File: config.mk
export PLATFORM = sky130hd
export DESIGN_NAME = dmem_dbg_arbiter
export DESIGN_NICKNAME = d
export VERILOG_FILES = /design/src/rtl/dmem_dbg_arbiter_pkg.sv /design/src/rtl/dmem_dbg_arbiter.sv
export SDC_FILE = /design/constraint.sdc
export NUM_CORES = 1
export LEC_CHECK = 0
export ABC_AREA = 1
export ABC_CLOCK_PERIOD_IN_PS = 3400
export CORE_AREA = 5 5 87 89
export DETAILED_ROUTE_END_ITERATION = 7
export DIE_AREA = 0 0 92 94
export DONT_BUFFER_PORTS = 1
export PLACE_DENSITY = 0.68
export SYNTH_ARGS = -nofsm -noshare
export SYNTH_HDL_FRONTEND = slang
export SYNTH_SLANG_ARGS = --single-unit
File: constraint.sdc
create_clock -name CLK_CPU -period 3.4 [get_ports CLK_CPU]
set_clock_uncertainty 0.1 [all_clocks]
set_input_delay 0.51 -clock CLK_CPU [delete_from_list [all_inputs] [get_ports CLK_CPU]]
set_output_delay 0.51 -clock CLK_CPU [all_outputs]
set_load 0.02 [all_outputs]
File: src/rtl/dmem_dbg_arbiter_pkg.sv
// Shared encodings for the data-memory / debug-port arbiter.
// Holds the arbiter state type and the DMEM word-address width.
`timescale 1ns/1ps
package dmem_dbg_arbiter_pkg;

  localparam int DMEM_ADDR_W = 5;

  typedef enum logic [1:0] {
    ARB_IDLE = 2'd0,
    ARB_WAIT = 2'd1,
    ARB_ACK  = 2'd2
  } arb_state_t;

endpackage

File: src/rtl/dmem_dbg_arbiter.sv
// Shares the single-port DMEM between the CPU MEM stage (priority) and a debug port.
// A pending debug request wins after MAX_WAIT busy cycles, stalling the CPU for one cycle.
`timescale 1ns/1ps
module dmem_dbg_arbiter
  import dmem_dbg_arbiter_pkg::*;
#(
  parameter int ADDR_W   = DMEM_ADDR_W,
  parameter int MAX_WAIT = 8,
  parameter int CNT_W    = 16
) (
  input  logic              CLK_CPU,
  input  logic              RST_CPU,
  input  logic              cpu_req,
  input  logic              cpu_we,
  input  logic [ADDR_W-1:0] cpu_addr,
  input  logic [31:0]       cpu_wdata,
  output logic [31:0]       cpu_rdata,
  output logic              cpu_stall,
  input  logic              dbg_req,
  input  logic              dbg_we,
  input  logic [ADDR_W-1:0] dbg_addr,
  input  logic [31:0]       dbg_wdata,
  output logic              dbg_ack,
  output logic [31:0]       dbg_rdata,
  output logic              mem_en,
  output logic              mem_we,
  output logic [ADDR_W-1:0] mem_addr,
  output logic [31:0]       mem_wdata,
  input  logic [31:0]       mem_rdata,
  output logic [CNT_W-1:0]  stall_cnt
);

  localparam int            WW       = (MAX_WAIT > 0) ? $clog2(MAX_WAIT + 1) : 1;
  localparam logic [WW-1:0] WAIT_MAX = WW'(MAX_WAIT);

  arb_state_t       r_state;
  arb_state_t       w_state_nxt;
  logic [WW-1:0]    r_wait_cnt;
  logic [WW-1:0]    w_wait_nxt;
  logic             r_dbg_ack;
  logic             w_ack_nxt;
  logic             w_rdata_ld;
  logic [31:0]      r_dbg_rdata;
  logic [CNT_W-1:0] r_stall_cnt;
  logic             w_dbg_win;

  // Debug owns memory only in a WAIT cycle where the request is still held.
  assign w_dbg_win = (r_state == ARB_WAIT) && dbg_req &&
                     (!cpu_req || (r_wait_cnt == WAIT_MAX));

  assign cpu_stall = w_dbg_win && cpu_req;
  assign cpu_rdata = mem_rdata;
  assign dbg_ack   = r_dbg_ack;
  assign dbg_rdata = r_dbg_rdata;
  assign stall_cnt = r_stall_cnt;

  always_comb begin
    mem_en    = cpu_req;
    mem_we    = cpu_req && cpu_we;
    mem_addr  = cpu_addr;
    mem_wdata = cpu_wdata;
    if (w_dbg_win) begin
      mem_en    = 1'b1;
      mem_we    = dbg_we;
      mem_addr  = dbg_addr;
      mem_wdata = dbg_wdata;
    end
  end

  always_comb begin
    w_state_nxt = r_state;
    w_wait_nxt  = r_wait_cnt;
    w_ack_nxt   = r_dbg_ack;
    w_rdata_ld  = 1'b0;
    case (r_state)
      ARB_IDLE: begin
        if (dbg_req) begin
          w_state_nxt = ARB_WAIT;
          w_wait_nxt  = '0;
        end
      end
      ARB_WAIT: begin
        if (!dbg_req) begin
          w_state_nxt = ARB_IDLE;
        end else if (w_dbg_win) begin
          w_state_nxt = ARB_ACK;
          w_ack_nxt   = 1'b1;
          w_rdata_ld  = 1'b1;
        end else begin
          w_wait_nxt = r_wait_cnt + WW'(1);
        end
      end
      ARB_ACK: begin
        if (!dbg_req) begin
          w_state_nxt = ARB_IDLE;
          w_ack_nxt   = 1'b0;
        end
      end
      default: w_state_nxt = ARB_IDLE;
    endcase
  end

  always_ff @(posedge CLK_CPU or posedge RST_CPU) begin
    if (RST_CPU) begin
      r_state    <= ARB_IDLE;
      r_wait_cnt <= '0;
      r_dbg_ack  <= 1'b0;
    end else begin
      r_state    <= w_state_nxt;
      r_wait_cnt <= w_wait_nxt;
      r_dbg_ack  <= w_ack_nxt;
    end
  end

  // Captured before the write lands, so a debug write returns the old word.
  always_ff @(posedge CLK_CPU or posedge RST_CPU) begin
    if (RST_CPU) begin
      r_dbg_rdata <= '0;
    end else if (w_rdata_ld) begin
      r_dbg_rdata <= mem_rdata;
    end
  end

  always_ff @(posedge CLK_CPU or posedge RST_CPU) begin
    if (RST_CPU) begin
      r_stall_cnt <= '0;
    end else if (cpu_stall && (r_stall_cnt != {CNT_W{1'b1}})) begin
      r_stall_cnt <= r_stall_cnt + CNT_W'(1);
    end
  end

endmodule

Word-level counts from Yosys, hierarchy flattened
Cells that the tools add are included.
{"block": "classes", "order_cmp": 0, "n_reduce_logical": 13, "n_addsub": 2, "multipliers": 0, "shifts": 0, "eq_ne": 10, "n_div": 0, "muxes": 20, "n_bitwise": 0}
{"cell": "2-to-1 mux 32 bit", "count": 1}
{"cell": "adder 16 x 1 -> 16 bit, second input constant", "count": 1}
{"cell": "inequality test 16 bit, second input constant", "count": 1}
{"cell": "2-to-1 mux 4 bit", "count": 3}
{"cell": "inequality test 2 bit, second input constant", "count": 5}
{"cell": "2-to-1 mux 1 bit", "count": 8}
{"cell": "2-to-1 mux 2 bit", "count": 4}
{"cell": "case mux 4 bit (2 select lines)", "count": 1}
{"cell": "AND reduction 4 bit", "count": 2}
{"cell": "case mux 2 bit (3 select lines)", "count": 1}
{"cell": "logical AND 1 bit", "count": 5}
{"cell": "2-to-1 mux 5 bit", "count": 1}
{"cell": "adder 4 x 1 -> 4 bit, second input constant", "count": 1}
{"cell": "== test 4 bit, second input constant", "count": 1}
{"cell": "nonzero test 2 bit", "count": 2}
{"cell": "inequality test 3 bit, second input constant", "count": 1}
{"cell": "AND reduction 3 bit", "count": 1}
{"cell": "== test 2 x 1 -> 1 bit, second input constant", "count": 1}
{"cell": "== test 2 bit, second input constant", "count": 1}
{"cell": "zero test 2 bit", "count": 1}
{"cell": "case mux 1 bit (2 select lines)", "count": 1}
{"cell": "zero test 1 bit", "count": 1}
{"cell": "logical OR 1 bit", "count": 1}
{"block": "totals", "word_cells": 50, "latch_bits": 0, "mem_bits_ro": 0, "ramBits": 0, "n_memories": 0, "reg_bits": 55, "output_inout_bits": 121}

Longest topological paths before layout
Gate-level depths: netlist (run 1).
{"block": "logic_depth", "ltp_word": 6, "ltp_mapped": 10}

Least setup slack after synthesis (run 1)
Ideal clock, no wire load.
{"block": "synth_timing", "path_kind": "register -> output", "from": "register r_wait_cnt[0]", "to": "output mem_addr[0]", "required_time_ps": 2790, "path_slack_ps": 1415, "path_stages_with_launch": 9, "arrival_ps": 1375, "path_cell_list": "dfrtp_1 > inv_1 > ha_1 > nand3_1 > nand2_2 > nand2_1 > buf_2 > nand2_1 > nand2_1"}
{"block": "synth_via", "elab_chain_len": 4}
{"element": "start, declared", "line": "dmem_dbg_arbiter.sv:38", "text": "logic [WW-1:0] r_wait_cnt;"}
{"element": "start signal, assigned", "line": "dmem_dbg_arbiter.sv:110", "text": "r_wait_cnt <= w_wait_nxt;"}
{"element": "== test 4 bit", "line": "dmem_dbg_arbiter.sv:49", "text": "(!cpu_req || (r_wait_cnt == WAIT_MAX));"}
{"element": "logical OR 1 bit", "line": "dmem_dbg_arbiter.sv:49"}
{"element": "logical AND 1 bit", "line": "dmem_dbg_arbiter.sv:48", "text": "assign w_dbg_win = (r_state == ARB_WAIT) && dbg_req &&"}
{"element": "2-to-1 mux 5 bit", "line": "dmem_dbg_arbiter.sv:62", "text": "if (w_dbg_win) begin"}
{"element": "end, declared", "line": "dmem_dbg_arbiter.sv:27", "text": "output logic [ADDR_W-1:0] mem_addr,"}
No other way between the ends.

Final worst setup path (run 1)
{"block": "layout_timing", "from": "register r_wait_cnt[0]", "to": "output cpu_stall"}
{"block": "layout_via", "elab_chain_len": 4}
{"element": "== test 4 bit", "line": "dmem_dbg_arbiter.sv:49"}
{"element": "logical OR 1 bit", "line": "dmem_dbg_arbiter.sv:49"}
{"element": "logical AND 1 bit", "line": "dmem_dbg_arbiter.sv:48"}
{"element": "logical AND 1 bit", "line": "dmem_dbg_arbiter.sv:51", "text": "assign cpu_stall = w_dbg_win && cpu_req;"}
{"element": "end, declared", "line": "dmem_dbg_arbiter.sv:18", "text": "output logic cpu_stall,"}
No other way between the ends.

==> results.md, run 1 <==
* FILL cells at 675
* Total power at 1.887 mW
* Grt ovf at 0
* # rows at 30
* Worst path required time at 2790 ps
* Vias/cell at 5.597
* Fraction of registers with async set/reset at 1.000
* CP top delay family: buffers and inverters
* IO Port Bufs at 0
* Cell internal pwr at 1.101 mW
* First-pass GRT wire length at 15340 microns
* H-tree levels at 2
* PD cells at 560.7 nW/um^2
* Fmax at 0.3600 GHz
* Period Utilization, post-route at 0.8169
* Ports at 233
* Core ar. at 6681 sq um
* Hold-fix buffers, CTS at 0
* Worst slew pin tran at 792.8 ps
* Worst-path maximum fanout at 71
* Primary FF master, synth: dfrtp_1
* Syn nets at 604
* Fin crit period at 2777 ps
* Max-cap viol count at 0
* Path length in cells of the critical path at 7
* Crit start category: flop
* Antenna violations before repair at 1
* Worst Setup End Kind: output port
* RSZ-0062 raised after global routing: no
* Post-synth EDFFs at 0
* Clock Latency Late Sink at 300 ps
* # clock sinks at 55
* Nets at 561
* Sequential fraction of design power at 0.588
* WL final at 10090 microns
* Max-slew violations at 0
* GRT Util Overall at 0.2275
* Starting DRT DRC Count at 121
* Initial Utilization at 0.5206
* Setup-failing EPs final at 0
* Reg2Reg Setup Slack at 1040 ps
* Reg2Reg Launch Point: r_wait_cnt[0]
* Reg-to-Reg End: stall_cnt[2]
* Critical-path cell list: inv_1, ha_1, nand3_1, nand2_2, buf_4, nand3_2, inv_2
* Inserted Clock Buffers at 5
* Largest net degree at the start of global routing at 72
* Min-Delay Path Class: input pin to asynchronous set/reset pin
* Die Area at 8648 sq um
* Crit Path Class: flop to output port
* Vias in the first global route at 2779
* CP bufs+invs at 3
* Maximum clock path buffer count at 2
* Seq cells post-synth at 55
* Syn Inst Count at 489
* CTS tree: built
* Switching power at 786.2 uW
* Max_slew headroom at 0.4707
* Clock-pin slew on the worst setup and hold paths at 100 ps
* Clock network fraction of total power at 0.210
* Sw frac at 0.4166
* Share of cells above drive strength 1 at 0.07830
* Setup TNS at 0 ps
* Die X at 92 microns
* Final Wtd Congestion at 0.8485
* CP Launch Point: r_wait_cnt[0]
* Final worst setup slack at 622.6 ps
* Total number of vias at 2955
* Resize count post-CTS at 0
* Post-Place Worst Slack at 949.9 ps
* Final Hold Fails at 0
* Comb power frac at 0.202
* Cell area after synthesis at 3478 sq um
* Detailed Routing Iterations Pass 1 at 5
* Worst path arrival time at 2170 ps
* YS warnings at 0
* Worst reg2reg path depth at 10
* Area growth from synthesis to layout at -3.237%
* Setup Fix Bufs, Post-CTS at 0
* Post-route DRC violation count at 0
* Die Height at 94 microns
* Outcome: complete, no violations
* WL/cell at 19.10 microns
* Peak supply drop at 0.2836 mV
* Yosys cell types at 27
* Mean Syn Cell Area at 7.113 sq um
* Seq/Total Area, Yosys at 0.3957
* Clock root buffer: clkbuf_8
* Post-detailed-route count of antenna-violating nets at 0
* Leak at 1.798 nW
* Critical Path Sink: cpu_stall
* Worst path slowest cell: buf_4
* HPWL after DPL at 7856 microns
* Max incr delay on CP at 520 ps
-- area by class of cell --
class                   count  area (sq um)  share of cell area
well taps                  80         100.1             0.02974
inverters                  20         80.08             0.02379
clock buffers               8         100.1             0.02974
multi-input cells         359          1669              0.4959
diodes                      1         2.502           0.0007435
repair buffers              5         37.54             0.01115
flip-flops and latches     55          1376              0.4089
-- flip-flops by register name (all words and copies together), names as in the netlist --
signal and cells:
dbg_rdata 32, dbg_ack 1, r_state 2, stall_cnt 16, r_wait_cnt 4
-- cell usage after synthesis, drive strengths merged (3+ instances only) --
cell / count / area share
inv: 19 / 0.021
nand4: 7 / 0.014
dfrtp: 55 / 0.40
ha: 3 / 0.011
o21ai: 10 / 0.014
xnor2: 5 / 0.013
xor2: 4 / 0.010
nor2: 19 / 0.035
nand2: 225 / 0.25
buf: 51 / 0.098
clkbuf: 4 / 0.0043
nand3: 84 / 0.12
-- through the flow --
step                utilization  std cells  area, sq um  hold slack [ps]
finish                   0.5037        528         3366            128.6
global route             0.5037        528         3366            182.0
CTS                      0.5034        527         3363            147.8
detailed placement       0.4884        519         3263            450.8
global placement         0.4884        519         3263            451.4
floorplan                     -        489         3478            416.0
-- layer usage --
metal | vias to the layer above | GRT usage | wire [microns]
li1 | 1430 | - | -
met1 | 1336 | 0.2740 | 3664
met2 | 176 | 0.3923 | 5251
met3 | 13 | 0.07131 | 1033
met4 | 0 | 0.06312 | 136
met5 | - | 0 | 0
-- cells in the final DEF, fill, tap and decap left out --
| cell type | n |
|---|---|
| nand2_1 | 217 |
| nand3_1 | 83 |
| dfrtp_1 | 55 |
| inv_1 | 14 |
| nor2_1 | 14 |
| o21ai_0 | 10 |
| clkbuf_8 | 7 |
| nand2_2 | 6 |
| nand4_1 | 6 |
| inv_2 | 5 |
| xnor2_1 | 5 |
| buf_4 | 5 |
| xor2_1 | 4 |
| ha_1 | 3 |
| nor2_8 | 2 |
| nor2_4 | 2 |
| diode_2 | 1 |
| nand4_2 | 1 |
| nor2_2 | 1 |
| clkinv_4 | 1 |
| nand3_2 | 1 |
| a21oi_4 | 1 |
| nand2_4 | 1 |
| nand2_8 | 1 |
| or2_2 | 1 |
| clkbuf_1 | 1 |
-- worst min-delay path by stage --
stage          cells after the start     startpoint            end  slack, ps
2_1_floorplan                      2  r_wait_cnt[3]  r_wait_cnt[3]        420
3_3_place_gp                       2  r_wait_cnt[3]  r_wait_cnt[3]        450
3_5_place_dp                       2  r_wait_cnt[3]  r_wait_cnt[3]        450
4_1_cts                            1        RST_CPU   stall_cnt[0]        150
5_1_grt                            1        RST_CPU   stall_cnt[0]        180
6_report                           1        RST_CPU   stall_cnt[0]        130
-- power by group through the flow --
stage	sequential, mW	clock, mW	combinational (mW)
after floorplan	1.08	0	0.386
after global placement	1.12	0	0.374
after detailed placement	1.12	0	0.391
after CTS	1.11	0.414	0.387
after global routing	1.13	0.437	0.444
final	1.11	0.395	0.381
-- kinds of logic after synthesis --
| kind of cell | Yosys count | synth area share |
|---|---|---|
| and+or+nand+nor | 336 | 0.4266 |
| buffers and inverters | 75 | 0.1252 |
| DFF | 55 | 0.3957 |
| AOI/OAI and AO/OA | 11 | 0.01907 |
| xor gates and xnor gates | 9 | 0.02266 |
| adders and majority gates | 3 | 0.01079 |
Power figures use the tool's default switching activity.
==> inputs of run 2 (changes only) <==
- ABC_CLOCK_PERIOD_IN_PS: 3400 -> 2800
- clock period: 3.4 -> 2.8 ns (I/O delays scaled with it)
==> run 2 against run 1 <==
Power rose by 20%. Sequential cell count did not move. Worst hold slack got worse by 40 ps. Routed wire length rose by 1.3%. First-iteration DRC count rose by 17%. Via count fell by 1.4%. Critical endpoint is now mem_wdata[9]. Highest routed layer unchanged.
==> results.md, run 2 (same netlist as run 1, synthesis figures left out) <==
* Worst reg2reg path depth at 9
* Die Height at 94 microns
* Detailed Routing Iterations Pass 1 at 5
* Final Core Density at 0.5054
* WL/cell at 19.35 microns
* Crit Path Class: flop to output port
* Most common cell after layout, fill and taps aside: nand2_1
* PD cells at 670.5 nW/um^2
* Crit start category: flop
* Area growth from synthesis to layout at -2.914%
* Period Utilization, post-route at 0.8774
* Vias in the first global route at 2830
* Min-Delay Path Class: input pin to asynchronous set/reset pin
* Post-detailed-route count of antenna-violating nets at 0
* Max FFs per register at 32
* Most frequent cells in the layout: nand2_1 (217), nand3_1 (83), dfrtp_1 (55), inv_1 (14), nor2_1 (14)
* Reg2Reg Setup Slack at 770 ps
* HPWL after DPL at 7956 microns
* Nets at 562
* Peak supply drop at 0.4060 mV
* First-pass GRT wire length at 15680 microns
* Ports at 233
* Fin crit period at 2457 ps
* Maximum clock path buffer count at 2
* Post-route DRC violation count at 0
* Fmax at 0.4070 GHz
* Post-Place Worst Slack at 639.8 ps
* Final Hold Fails at 0
* Share of cells above drive strength 1 at 0.07813
* WL final at 10220 microns
* Placed insts at 520
* Non-filler instance count after layout at 528
* CTS tree: built
* Max-cap viol count at 0
* Setup-failing EPs final at 0
* Max_slew headroom at 0.5320
* Total power at 2.264 mW
* Resize count post-CTS at 0
* Worst-path maximum fanout at 72
* Reg-to-Reg End: stall_cnt[2]
* Outcome: complete, no violations
* Antenna violations before repair at 0
* Max-slew violations at 0
* Setup TNS at 0 ps
* Die Area at 8648 sq um
* H-tree levels at 2
* IO Port Bufs at 0
* Clock Latency Late Sink at 310 ps
* Worst slew pin tran at 702.0 ps
* Inserted Clock Buffers at 5
* Worst path required time at 2280 ps
* Die X at 92 microns
* Total number of vias at 2915
* GRT Util Overall at 0.2313
* Reg2Reg Launch Point: r_state[1]
* Clock root buffer: clkbuf_8
* RSZ-0062 raised after global routing: no
* Antenna Cells at 0
* Hold-fix buffers, CTS at 0
* Largest net degree at the start of global routing at 73
* Core ar. at 6681 sq um
* Starting DRT DRC Count at 141
* # rows at 30
* Clock-pin slew on the worst setup and hold paths at 100 ps
* Grt ovf at 0
* Initial Utilization at 0.5206
* Final Wtd Congestion at 0.8301
* Vias/cell at 5.521
* Setup Fix Bufs, Post-CTS at 0
* Leak at 1.806 nW
* Worst path arrival time at 1940 ps
* # clock sinks at 55
* Final worst setup slack at 343.2 ps
* Worst Setup End Kind: output port
==> run 2: changes by cell type in the layout (fill, tap and decap cells not counted), sizes merged <==
| cell | change |
|---|---|
| diode | -1 |
| clkbuf | -1 |
| clkinv | +1 |
| buf | +1 |
==> run 2: worst max path at each step <==
stage | slack [ps] | to | cells past startpoint | start
2_1_floorplan | 900 | mem_addr[0] | 8 | r_wait_cnt[0]
3_3_place_gp | 690 | mem_wdata[9] | 8 | r_wait_cnt[0]
3_5_place_dp | 640 | mem_wdata[9] | 8 | r_wait_cnt[0]
4_1_cts | 270 | mem_wdata[9] | 8 | r_wait_cnt[0]
5_1_grt | 210 | mem_wdata[9] | 8 | r_wait_cnt[0]
6_report | 340 | mem_wdata[9] | 8 | r_wait_cnt[0]
==> run 2: critical path, cell delays in order (launching register included) <==
cell and delay, ps:
dfrtp_1 380, inv_1 80, ha_1 200, nand3_1 110, nand2_2 130, nand2_2 110, buf_12 260, nand2_1 120
nand2_1 220
==> run 2: power breakdown <==
| part | switching (mW) | internal [mW] | leakage (nW) |
|---|---|---|---|
| sequential | 0.375 | 0.975 | 0.709 |
| clock | 0.260 | 0.177 | 0.0422 |
| combinational | 0.336 | 0.142 | 1.05 |
| total | 0.971 | 1.29 | 1.81 |
==> run 2: stage by stage <==
stage	hold WS [ps]	cell area, sq um
floorplan	416.0	3478
global placement	440.0	3296
detailed placement	453.0	3296
CTS	108.2	3377
global route	129.6	3377
finish	88.95	3377
==> run 2: layer usage <==
metal	wire length [microns]	vias up	global-route usage
met2	5391	157	0.4215
met5	0	-	0
met4	171	0	0.04332
met1	3730	1319	0.2662
met3	925	12	0.07612
li1	-	1427	-
==> run 2: final cells by class <==
type	instances	area, sq um
Inverter	20	80.08
Multi-Input combinational cell	359	1669
Clock buffer	7	76.32
Timing Repair Buffer	6	70.07
Sequential cell	55	1376
Fill cell	663	3304
Clock inverter	1	5.005
Tap cell	80	100.1
==> inputs of run 3 (changes only) <==
- CORE_AREA: 5 5 87 89 -> 2 2 89 91
- DIE_AREA: 0 0 92 94 -> 0 0 91 93
- PLACE_DENSITY: 0.68 -> unset
==> run 3 against run 2 <==
Sequential share of layout area down 1.0 points. Final area up 2.6%. Routed wire length down 6.8%. Fmax down 4.3%. Largest cell class unchanged. Combinational power up 1%. Critical endpoint is now mem_wdata[30]. Non-clock buffer count up 1. Via count up 1.6%. Final cell count up 4.4%. Global-route usage down 1.9 points. Sequential cell count unchanged. Worst setup slack worse by 110 ps. Core utilization down 4.5 points.
==> results.md, run 3 (same netlist as run 1, synthesis figures left out) <==
* Ports at 233
* Finished Cell Area at 3463 sq um
* Critical-path cell list: inv_1, ha_1, nand3_1, nand2_2, nand2_2, buf_12, nand2_1, nand2_1
* Instance area after placement at 3336 sq um
* CP top delay family: simple AND/OR/NAND/NOR gates
* HPWL after DPL at 7287 microns
* Setup TNS at 0 ps
* Antenna Cells at 0
* Worst path slowest cell: dfrtp_1
* Total number of vias at 2963
* Comb power frac at 0.203
* Top Layer Used: met4
* Fmax at 0.3896 GHz
* Max-slew violations at 0
* Post-route DRC violation count at 0
* Most common cell after layout, fill and taps aside: nand2_1
* Total power at 2.384 mW
* Worst Setup End Kind: output port
* Non-filler instance count after layout at 551
* Post-Place Worst Slack at 561.0 ps
* Period Utilization, post-route at 0.9167
* Die Area at 8463 sq um
* Inserted Clock Buffers at 5
* Share of cells above drive strength 1 at 0.08241
* Setup Fix Bufs, Post-CTS at 0
* Final Core Density at 0.4601
* Starting DRT DRC Count at 190
* Sw frac at 0.4080
* Clock root buffer: clkbuf_8
* Maximum clock path buffer count at 2
* Clock Latency Late Sink at 310 ps
* Max-cap viol count at 0
* Grt ovf at 0
* Crit start category: flop
* Final worst setup slack at 233.1 ps
* # clock sinks at 55
* Post-detailed-route count of antenna-violating nets at 0
* Antenna violations before repair at 0
* Switching power at 972.5 uW
* # rows at 32
* Max_slew headroom at 0.5946
* Final Wtd Congestion at 0.8022
* Largest net degree at the start of global routing at 73
* Setup-failing EPs final at 0
* Leak at 1.831 nW
* Vias/cell at 5.377
* Core ar. at 7527 sq um
* Worst slew pin tran at 607.2 ps
* Worst path arrival time at 2050 ps
* GRT Util Overall at 0.2126
* Area growth from synthesis to layout at -0.4317%
* Nets at 563
* IO Port Bufs at 0
* Fin crit period at 2567 ps
* Sequential fraction of design power at 0.564
* First-pass GRT wire length at 14010 microns
* Die X at 91 microns
* CTS tree: built
* WHS at 146.7 ps
* Worst-path maximum fanout at 35
* WL final at 9519 microns
* Min-Delay Path Class: input pin to flop
* Worst path required time at 2280 ps
* Max FFs per register at 32
* Most frequent cells in the layout: nand2_1 (217), nand3_1 (83), dfrtp_1 (55), inv_1 (14), nor2_1 (14)
* PD cells at 688.3 nW/um^2
* Placed insts at 542
* Clock-pin slew on the worst setup and hold paths at 100 ps
* WL/cell at 17.28 microns
* H-tree levels at 2
* Initial Utilization at 0.4621
* Crit Path Class: flop to output port
* Final Hold Fails at 0
* Cell internal pwr at 1.411 mW
* Detailed Routing Iterations Pass 1 at 7
* Max incr delay on CP at 380 ps
* DR WL met3 at 1245 microns
* Vias in the first global route at 2685
* M1 wire length at 3890 microns
* Outcome: complete, no violations
* Metal2 WL at 4147 microns
* Clock network fraction of total power at 0.233
* RSZ-0062 raised after global routing: no
* Peak supply drop at 0.3692 mV
* Die Height at 93 microns
* CP bufs+invs at 2
run 3: final timing paths:
check | from | endpoint | slack (ps) | cells after the start
min in group asynchronous | RST_CPU | stall_cnt[0] | 540 | 2
setup / recovery | r_wait_cnt[0] | mem_wdata[30] | 230 | 8
hold reg to reg | r_wait_cnt[3] | r_wait_cnt[3] | 470 | 2
setup reg to reg | r_wait_cnt[0] | stall_cnt[8] | 670 | 9
max in group asynchronous | RST_CPU | dbg_rdata[11] | 1500 | 3
hold / removal | mem_rdata[3] | dbg_rdata[3] | 150 | 2
run 3: layer usage:
| layer | vias to the layer above | track usage |
|---|---|---|
| met1 | 1347 | 0.2724 |
| met3 | 24 | 0.1096 |
| met5 | - | 0 |
| met2 | 168 | 0.3080 |
| met4 | 0 | 0.07449 |
| li1 | 1424 | - |
run 3: what timing repair did:
action / 4_1_cts / 5_1_grt
hold endpoints to repair: 26 / 0
hold buffers: 1 / 0
resized for setup: 0 / 0
setup endpoints to repair: 0 / 0
run 3: layout make-up:
class                           instances  area [sq um]
Multi-Input combinational cell        359          1669
Clock buffer                            6         82.58
Clock inverter                          2         35.03
Timing Repair Buffer                    7         92.59
Inverter                               20         80.08
Tap cell                              102         127.6
Fill cell                             806          4064
Sequential cell                        55          1376
run 3: power by group through the flow:
stage	clock network (mW)	logic, mW	registers (mW)
finish	0.556	0.483	1.34
global route	0.598	0.564	1.37
CTS	0.577	0.490	1.35
detailed placement	0	0.493	1.36
global placement	0	0.472	1.36
floorplan	0	0.469	1.31
